File: src/rtl/uart_receiver.sv
// uart_receiver
//   Deserialises an asynchronous serial line into parallel words. Each frame has
//   one start bit, WORD_SIZE data bits sent MSB first, and one stop bit.
//   The block has no FIFO. The host must take data_recv on the cycle rx_valid_o pulses.
//
//   Ports:
//     clk          in   1          clock, rising edge
//     rst          in   1          synchronous active-high reset
//     rx           in   1          asynchronous serial line, idle high
//     data_recv    out  WORD_SIZE  last good word; held until the next good frame
//     rx_valid_o   out  1          1-cycle pulse when data_recv is updated
//     rx_frame_err out  1          1-cycle pulse when the stop bit is sampled low
//     rx_busy_o    out  1          high while the FSM is not in IDLE
//
//   Build option: define UART_RX_MAJORITY_EN to take a 2-of-3 vote of rx_s around
//   each sample point. The decision then comes one clock later than the nominal point.
module uart_receiver #(
    parameter int unsigned WORD_SIZE  = 8,
    parameter int unsigned CLOCK_FREQ = 1_000_000,
    parameter int unsigned BAUD_RATE  = 100_000
) (
    input  logic                 clk,
    input  logic                 rst,
    input  logic                 rx,
    output logic [WORD_SIZE-1:0] data_recv,
    output logic                 rx_valid_o,
    output logic                 rx_frame_err,
    output logic                 rx_busy_o
);

    localparam int unsigned BIT_CLKS = CLOCK_FREQ / BAUD_RATE;
    localparam int unsigned HALF     = BIT_CLKS / 2;
`ifdef UART_RX_MAJORITY_EN
    localparam int unsigned VOTE_DLY = 1;
`else
    localparam int unsigned VOTE_DLY = 0;
`endif
    localparam logic [15:0] START_PT = 16'(HALF - 1 + VOTE_DLY);
    localparam logic [15:0] BIT_PT   = 16'(BIT_CLKS - 1);
    localparam int unsigned IDX_W    = $clog2(WORD_SIZE);
    localparam logic [IDX_W-1:0] LAST_IDX = IDX_W'(WORD_SIZE - 1);

    typedef enum logic [2:0] {
        IDLE,
        START,
        DATA,
        STOP,
        BREAK
    } state_t;

    state_t               state, state_n;
    logic [15:0]          cnt, cnt_n;
    logic [IDX_W-1:0]     bit_idx, bit_idx_n;
    logic [WORD_SIZE-1:0] shift, shift_n;
    logic [WORD_SIZE-1:0] data_n;
    logic                 valid_n, err_n;
    logic                 rx_m, rx_s;
    logic                 sample;

`ifdef UART_RX_MAJORITY_EN
    // rx_d1 and rx_d2 hold the two previous rx_s values.
    // The vote at count P therefore covers counts P-2, P-1 and P.
    // The start decision is placed one clock late (START_PT).
    // The data and stop decisions keep the BIT_CLKS spacing, so the whole sample grid moves +1 clock.
    logic rx_d1, rx_d2;
    assign sample = (rx_d2 & rx_d1) | (rx_d2 & rx_s) | (rx_d1 & rx_s);
`else
    assign sample = rx_s;
`endif

    assign rx_busy_o = (state != IDLE);

    always_comb begin
        state_n   = state;
        cnt_n     = (state == IDLE) ? '0 : cnt + 16'd1;
        bit_idx_n = bit_idx;
        shift_n   = shift;
        data_n    = data_recv;
        valid_n   = 1'b0;
        err_n     = 1'b0;
        case (state)
            IDLE: begin
                if (!rx_s) state_n = START;
            end
            START: begin
                if (cnt == START_PT) begin
                    cnt_n = '0;
                    if (!sample) begin
                        state_n   = DATA;
                        bit_idx_n = '0;
                    end else begin
                        state_n = IDLE;
                    end
                end
            end
            DATA: begin
                if (cnt == BIT_PT) begin
                    cnt_n   = '0;
                    shift_n = {shift[WORD_SIZE-2:0], sample};
                    if (bit_idx == LAST_IDX) begin
                        state_n   = STOP;
                        bit_idx_n = '0;
                    end else begin
                        bit_idx_n = bit_idx + 1'b1;
                    end
                end
            end
            STOP: begin
                if (cnt == BIT_PT) begin
                    cnt_n = '0;
                    if (sample) begin
                        data_n  = shift;
                        valid_n = 1'b1;
                        state_n = IDLE;
                    end else begin
                        err_n   = 1'b1;
                        state_n = BREAK;
                    end
                end
            end
            BREAK: begin
                if (rx_s) state_n = IDLE;
            end
            default: state_n = IDLE;
        endcase
        if (state_n != state) cnt_n = '0;
    end

    always_ff @(posedge clk) begin
        if (rst) begin
            state        <= IDLE;
            cnt          <= '0;
            bit_idx      <= '0;
            shift        <= '0;
            data_recv    <= '0;
            rx_valid_o   <= 1'b0;
            rx_frame_err <= 1'b0;
            rx_m         <= 1'b1;
            rx_s         <= 1'b1;
`ifdef UART_RX_MAJORITY_EN
            rx_d1        <= 1'b1;
            rx_d2        <= 1'b1;
`endif
        end else begin
            state        <= state_n;
            cnt          <= cnt_n;
            bit_idx      <= bit_idx_n;
            shift        <= shift_n;
            data_recv    <= data_n;
            rx_valid_o   <= valid_n;
            rx_frame_err <= err_n;
            rx_m         <= rx;
            rx_s         <= rx_m;
`ifdef UART_RX_MAJORITY_EN
            rx_d1        <= rx_s;
            rx_d2        <= rx_d1;
`endif
        end
    end

endmodule

File: config.mk
export PLATFORM = sky130hd
export DESIGN_NAME = uart_receiver
export DESIGN_NICKNAME = d
export VERILOG_FILES = /design/src/rtl/uart_receiver.sv
export SDC_FILE = /design/constraint.sdc
export NUM_CORES = 1
export LEC_CHECK = 0
export CAP_MARGIN = 20
export CORE_ASPECT_RATIO = 1.5
export CORE_MARGIN = 2
export CORE_UTILIZATION = 57
export DETAILED_ROUTE_END_ITERATION = 8
export PLACE_DENSITY = 0.78
export SYNTH_ARGS = -nofsm -noshare
export SYNTH_HDL_FRONTEND = slang
export SYNTH_SLANG_ARGS = --single-unit
File: constraint.sdc
create_clock -name clk -period 2.2 [get_ports clk]
set_clock_uncertainty 0.2 [all_clocks]
set_input_delay 0.55 -clock clk [delete_from_list [all_inputs] [get_ports clk]]
set_output_delay 0.55 -clock clk [all_outputs]
set_load 0.01 [all_outputs]
==> results of run 1 <==
[stage by stage]
stage / instances / setup WS [ns]
2_1_floorplan: 210 / 0.194
6_report: 269 / 0.140
4_1_cts: 269 / 0.134
3_3_place_gp: 261 / 0.271
5_1_grt: 269 / 0.0340
3_5_place_dp: 261 / 0.209
[worst max-delay path, stage by stage, from the launching register on]
cell	delay, ns
dfxtp_1	0.38
or3_1	0.35
dlygate4sd2_1	0.29
[cells by family (layout without fill, tap and decap cells)]
family,count (synthesis),count (layout),synth area share [%]
simple gates,88,88,30.8
fa+ha+maj,5,5,3.13
buf+inv,17,34,4.07
flops,42,42,42.1
compound gates,45,45,14.2
xor+xnor,13,13,5.70
[routing by layer]
layer | routed length, µm | GRT usage [%] | up-vias
met5 | 0 | 0 | -
met1 | 1660 | 25.9 | 777
met4 | 85 | 11.3 | 0
met2 | 2100 | 36.8 | 43
li1 | - | - | 807
met3 | 149 | 5.49 | 10
[worst paths after layout]
path         slack, ns           end  startpoint  cells after the start
min reg2reg       0.22          rx_s        rx_m                      1
min               0.22          rx_s        rx_m                      1
max reg2reg       0.20  data_recv[7]      cnt[0]                      6
max               0.14     rx_busy_o    state[0]                      2
[registers in the layout, indices dropped and copies added, names as in the netlist]
register and cells:
data_recv 8, rx_m 1, rx_valid_o 1, shift 8, bit_idx 3, rx_frame_err 1
cnt 16, rx_s 1, state 3
[what timing repair did]
action / CTS / global route
endpoints found under the setup margin: 1 / 0
hold buffers: 0 / 0
gates resized for setup: 2 / 0
[placed cells by master, fill, tap and decap left out, types with 2 or more instances in the layout]
cell              n
o21ai_0          16
or2_2             2
nor3_2           10
nand2_1           7
clkdlybuf4s50_1  12
a21oi_1          18
xnor2_1           6
nor2_1            4
and4_1            4
clkbuf_8          5
ha_1              5
dfxtp_1          41
clkbuf_1          2
nand4_1           4
and3b_1           3
nand4_2           2
xor2_1            7
nand3_1          24
nand4b_1          2
inv_1             5
o41ai_1           4
nor3_1           10
buf_4             7
or3_1             2
nor4_4            3
nor4b_1           2
[power groups by stage]
stage	clock, mW	combinational (mW)	sequential, mW
after detailed placement	0	0.0482	0.785
after floorplan	0	0.0337	0.784
after CTS	0.608	0.0475	0.767
final	0.592	0.0468	0.767
after global routing	0.643	0.0508	0.768
after global placement	0	0.0461	0.785
[cell type report]
| cell class | instances | area, µm² |
|---|---|---|
| well taps | 42 | 52.6 |
| clock inverters | 1 | 30.0 |
| multi-input cells | 151 | 1080 |
| flip-flops and latches | 42 | 842 |
| repair buffers | 21 | 201 |
| clock buffers | 7 | 76.3 |
| fillers | 267 | 1090 |
| inverters | 5 | 18.8 |
==> metrics.md, run 1 <==
| Metric | Value |
|---|---|
| Number of routed nets with antenna violations | 0 |
| Fin crit share | a little over nine tenths |
| Synth Cell Area | ~2000 µm² |
| Clock latency on the worst-skew pair | slightly below 0.3 ns |
| Syn_area_per_cell | ~9.5 µm² |
| CP required | ~1.5 ns |
| Final Hold Vio Count | 0 |
| Number of synthesized register bits | 42 |
| Total CTS buffers | 5 |
| CTS tree | yes |
| Clk Tree Root Cell | clkbuf_8 |
| Peak VDD IR | approximately 0.60 mV |
| MaxCap Viol Count | 0 |
| Sw Ratio | between 20% and 30% |
| DRT iter0 DRCs | 57 |
| Final nets | between 200 and 250 |
| Die Span Y | between 70 and 80 µm |
| Yosys top cell area share | between 40% and 50% |
| Vias | around 1600 |
| Post-synth ARST share | 0% |
| Tot GR Track Use | ~22% |
| N_diodes | 0 |
| Crit start category | flop |
| Initial Util | 59.1% |
| Ys Warns | 0 |
| Part of the power in registers | approximately 55% |
| Routability cong. | 0.900 |
| Min Tclk post-route | a little over 2 ns |
| Crit path arrival time | approximately 1.3 ns |
| Gate count of the mapped netlist | 210 |
| Clock Tree Buf Depth | 2 |
| Buffers on Ports | 13 |
| Logic pwr share | approximately 3.3% |
| Post-CTS Setup Repair Bufs | 0 |
| Most used DFF post-synth | dfxtp_1 |
| CP endpoint kind | output port |
| CP Class | reg -> out |
| Power density cells | 612 nW/µm² |
| Leakage power | approximately 0.73 nW |
| Max transition margin | approximately 65% |
| Synth unique cells | 41 |
| Synth area leader | dfxtp_1 |
| Area of the core | between 3000 and 4000 µm² |
| Clock share of power | a little over two fifths |
| Fraction of layout cells with a size suffix above 1 | approximately 16% |
| Crit-path max FO | 8 |
| Outcome | completed |
| Clk slew on worst S/H paths | 0.08 ns |
| Clock sinks | between 40 and 50 |
| Syn Nets | between 200 and 250 |
| HPWL Detailed | roughly 2800 µm |
| Post-synthesis sequential area ratio | approximately 42% |
| Die Wd | between 50 and 60 µm |
| Commonest cells in the synthesized netlist | 42 x dfxtp_1, 24 x nand3_1, 18 x a21oi_1, 16 x o21ai_0 |
| Hold Crit Class | reg -> reg |
| Routed wire per std cell | 14.8 µm |
| Largest net degree at the start of global routing | 30 |
| Row cnt | 26 |
| RSZ-0062 raised after global routing | false |
| Final instance area | 2300 µm² |
| Initial antenna violation count | 0 |
| Dpl cell area | between 2000 and 2500 µm² |
| Worst hold slack | approximately 0.22 ns |
| Max Slew Vio Count | 0 |
| H-Tree Depth | 2 |
| Int Power | between 1 and 1.5 mW |
| Ports | 14 |
| Final Total Pwr | ~1.4 mW |
| Drt via density | slightly above 6 |
| Routed wire length | roughly 4000 µm |
| Area contributors post-synth | dfxtp_1 42%, nand3_1 6.0%, nor3_2 5.0% |
| Setup TNS | 0 ns |
| Vias in the first global route | ~1600 |
| Pre-antenna DRT Iters | 4 |
| Area growth syn-to-layout | 15.0% |
| F_max | just under 0.5 GHz |
| Post-synth EDFFs | 0 |
| Net Sw Power | between 200 and 300 µW |
| Residual DRC count | 0 |
| Global-route wire length before repair | roughly 7000 µm |
| Most common cell in the netlist | dfxtp_1 |
| Grt total ovfl | 0 |
| Setup violators final | 0 |
| Die Area | between 4000 and 5000 µm² |
| Worst-Margin Slew | 0.516 ns |
| Finished Core Util | just under 70% |
Note: power is estimated with default switching activity, not from simulation.
==> run 2: changes to the inputs <==
--- a/config.mk
+++ b/config.mk
@@ -6,11 +6,13 @@
 export NUM_CORES = 1
 export LEC_CHECK = 0
 export CAP_MARGIN = 20
-export CORE_ASPECT_RATIO = 1.5
+export CORE_ASPECT_RATIO = 0.8
 export CORE_MARGIN = 2
-export CORE_UTILIZATION = 57
+export CORE_UTILIZATION = 60
+export CTS_BUF_LIST = sky130_fd_sc_hd__clkbuf_2 sky130_fd_sc_hd__clkbuf_4 sky130_fd_sc_hd__clkbuf_8
 export DETAILED_ROUTE_END_ITERATION = 8
-export PLACE_DENSITY = 0.78
+export PLACE_DENSITY = 0.81
+export SLEW_MARGIN = 20
 export SYNTH_ARGS = -nofsm -noshare
 export SYNTH_HDL_FRONTEND = slang
 export SYNTH_SLANG_ARGS = --single-unit
==> run 2 against run 1 <==
First-iteration DRC count rose to 2.7 times the previous value. Critical path type unchanged. Sequential power hardly changed. Register-to-register slack lost 0.06 ns. Total power grew 2.1%. Cell area grew 1.3%. Via count is 2.4% lower. Largest cell class unchanged. Wire length decreased by 2.2%.
==> metrics.md, run 2 (synthesized netlist as in run 1, its figures left out) <==
| Metric | Value |
|---|---|
| Die Wd | roughly 69 µm |
| Setup violators final | 0 |
| Outcome | completed |
| Residual DRC count | 0 |
| Max FFs per register | 16 |
| Post-Layout Cell Count | 267 |
| Grt met1 use | between 30% and 40% |
| Pre-antenna DRT Iters | 5 |
| Crit start category | flop |
| CP required | approximately 1.5 ns |
| DRT iter0 DRCs | 152 |
| Ports | 14 |
| Worst-Margin Slew | about 0.42 ns |
| Clock latency on the worst-skew pair | 0.30 ns |
| Largest net degree at the start of global routing | 30 |
| Grt total ovfl | 0 |
| Area of the core | around 3100 µm² |
| Vias | 1597 |
| Total CTS buffers | 5 |
| Post-CTS resize count | 1 |
| Fraction of layout cells with a size suffix above 1 | between 10% and 20% |
| Routability cong. | slightly below 0.9 |
| WHS Path Cells | 1 |
| HPWL Detailed | 2770 µm |
| Leakage power | about 0.74 nW |
| Final nets | around 230 |
| MaxCap Viol Count | 0 |
| Reg with most FFs | cnt |
| Initial Util | a little under two thirds |
| GRT met3 Usage | approximately 5.5% |
| N_diodes | 0 |
| Commonest non-fill, non-tap cell in the layout | dfxtp_1 |
| Setup TNS | 0 ns |
| F_max | approximately 0.48 GHz |
| Buffers on Ports | 13 |
| GR Layer Usage met2 | about a third |
| Routed wire length | roughly 3900 µm |
| RR Startpoint | cnt[5] |
| Max Slew Vio Count | 0 |
| Clk Tree Root Cell | clkbuf_8 |
| Most frequent cells in the layout | 42 x dfxtp_1, 24 x nand3_1, 18 x a21oi_1 |
| Final Hold Vio Count | 0 |
| Peak VDD IR | 0.765 mV |
| Fin crit share | 93.7% |
| Min Tclk post-route | 2.06 ns |
| Post-CTS Setup Repair Bufs | 0 |
| Placed Instances | between 200 and 300 |
| Area growth syn-to-layout | 16.4% |
| GR peak layer | met2 |
| Largest regs | cnt x16, data_recv x8, shift x8 |
| Clock Tree Buf Depth | 2 |
| Post-CTS Hold Buffers | 0 |
| Final Total Pwr | 1.44 mW |
| Endpoint, Worst Hold | rx_s |
| Global-route wire length before repair | approximately 6700 µm |
| Die Span Y | roughly 56 µm |
| Hold Crit Class | reg -> reg |
| Crit-path max FO | 8 |
| Drt via density | around 6 |
| Crit path arrival time | 1.31 ns |
| Initial antenna violation count | 0 |
| Setup crit start | state[0] |
| RSZ-0062 raised after global routing | false |
| Min-delay src | rx_m |
| R2r endpoint | cnt[15] |
| Vias in the first global route | roughly 1400 |
| Clk slew on worst S/H paths | ~0.070 ns |
| Routed wire per std cell | about 15 µm |
| FF-to-FF path depth | 4 |
| Die Area | about 3800 µm² |
| CP endpoint kind | output port |
| Power density cells | just over 600 nW/µm² |
| H-Tree Depth | 2 |
| CTS tree | yes |
| Row cnt | 18 |
| Clock sinks | 42 |
| Max transition margin | a little over 70% |
| R2r setup slk | approximately 0.14 ns |
| Tot GR Track Use | about 23% |
| Number of routed nets with antenna violations | 0 |
| CP Class | reg -> out |
[run 2: cell count changes in the layout (fill, tap and decap cells not counted), sizes merged]
cell      previous run  this run
clkbuf               7         6
clkinvlp             0         1
[run 2: routing by layer]
layer | routed length (µm) | share of wire, %
met1 | 1850 | 48
met2 | 1760 | 45
met3 | 246 | 6.3
met4 | 42 | 1.1
met5 | 0 | 0
[run 2: critical path, stage by stage (launching register included)]
cell and delay (ns):
dfxtp_1 0.37, or3_1 0.36, dlygate4sd2_1 0.29
[run 2: worst max-delay path by stage]
stage                      endpoint  depth (start not counted)
after detailed placement    cnt[15]                          4
after global routing        cnt[15]                          4
final                     rx_busy_o                          2
after CTS                 rx_busy_o                          2
after global placement      cnt[15]                          4
after floorplan              cnt[6]                          5
[run 2: area by class of cell]
type                            instances  area, µm²
Sequential cell                        42        841
Tap cell                               40       50.0
Multi-Input combinational cell        151       1080
Inverter                                5       18.8
Clock buffer                            6       76.3
Clock inverter                          2       37.5
Timing Repair Buffer                   21        226
Fill cell                             229        805
[run 2: power by group]
part	leakage (nW)	switching (mW)	total [mW]	internal, mW
Clock	0.0548	0.268	0.619	0.351
Combinational	0.350	0.0279	0.0494	0.0215
Sequential	0.339	0.00458	0.767	0.763
[run 2: stage by stage]
stage	util, %	hold slack (ns)	worst slack, ns	instance area (µm²)
2_1_floorplan	-	0.189	0.194	2000
3_3_place_gp	70.7	0.199	0.231	2210
3_5_place_dp	70.7	0.201	0.180	2210
4_1_cts	74.3	0.219	0.129	2330
5_1_grt	74.3	0.225	0.0376	2330
6_report	74.3	0.214	0.138	2330
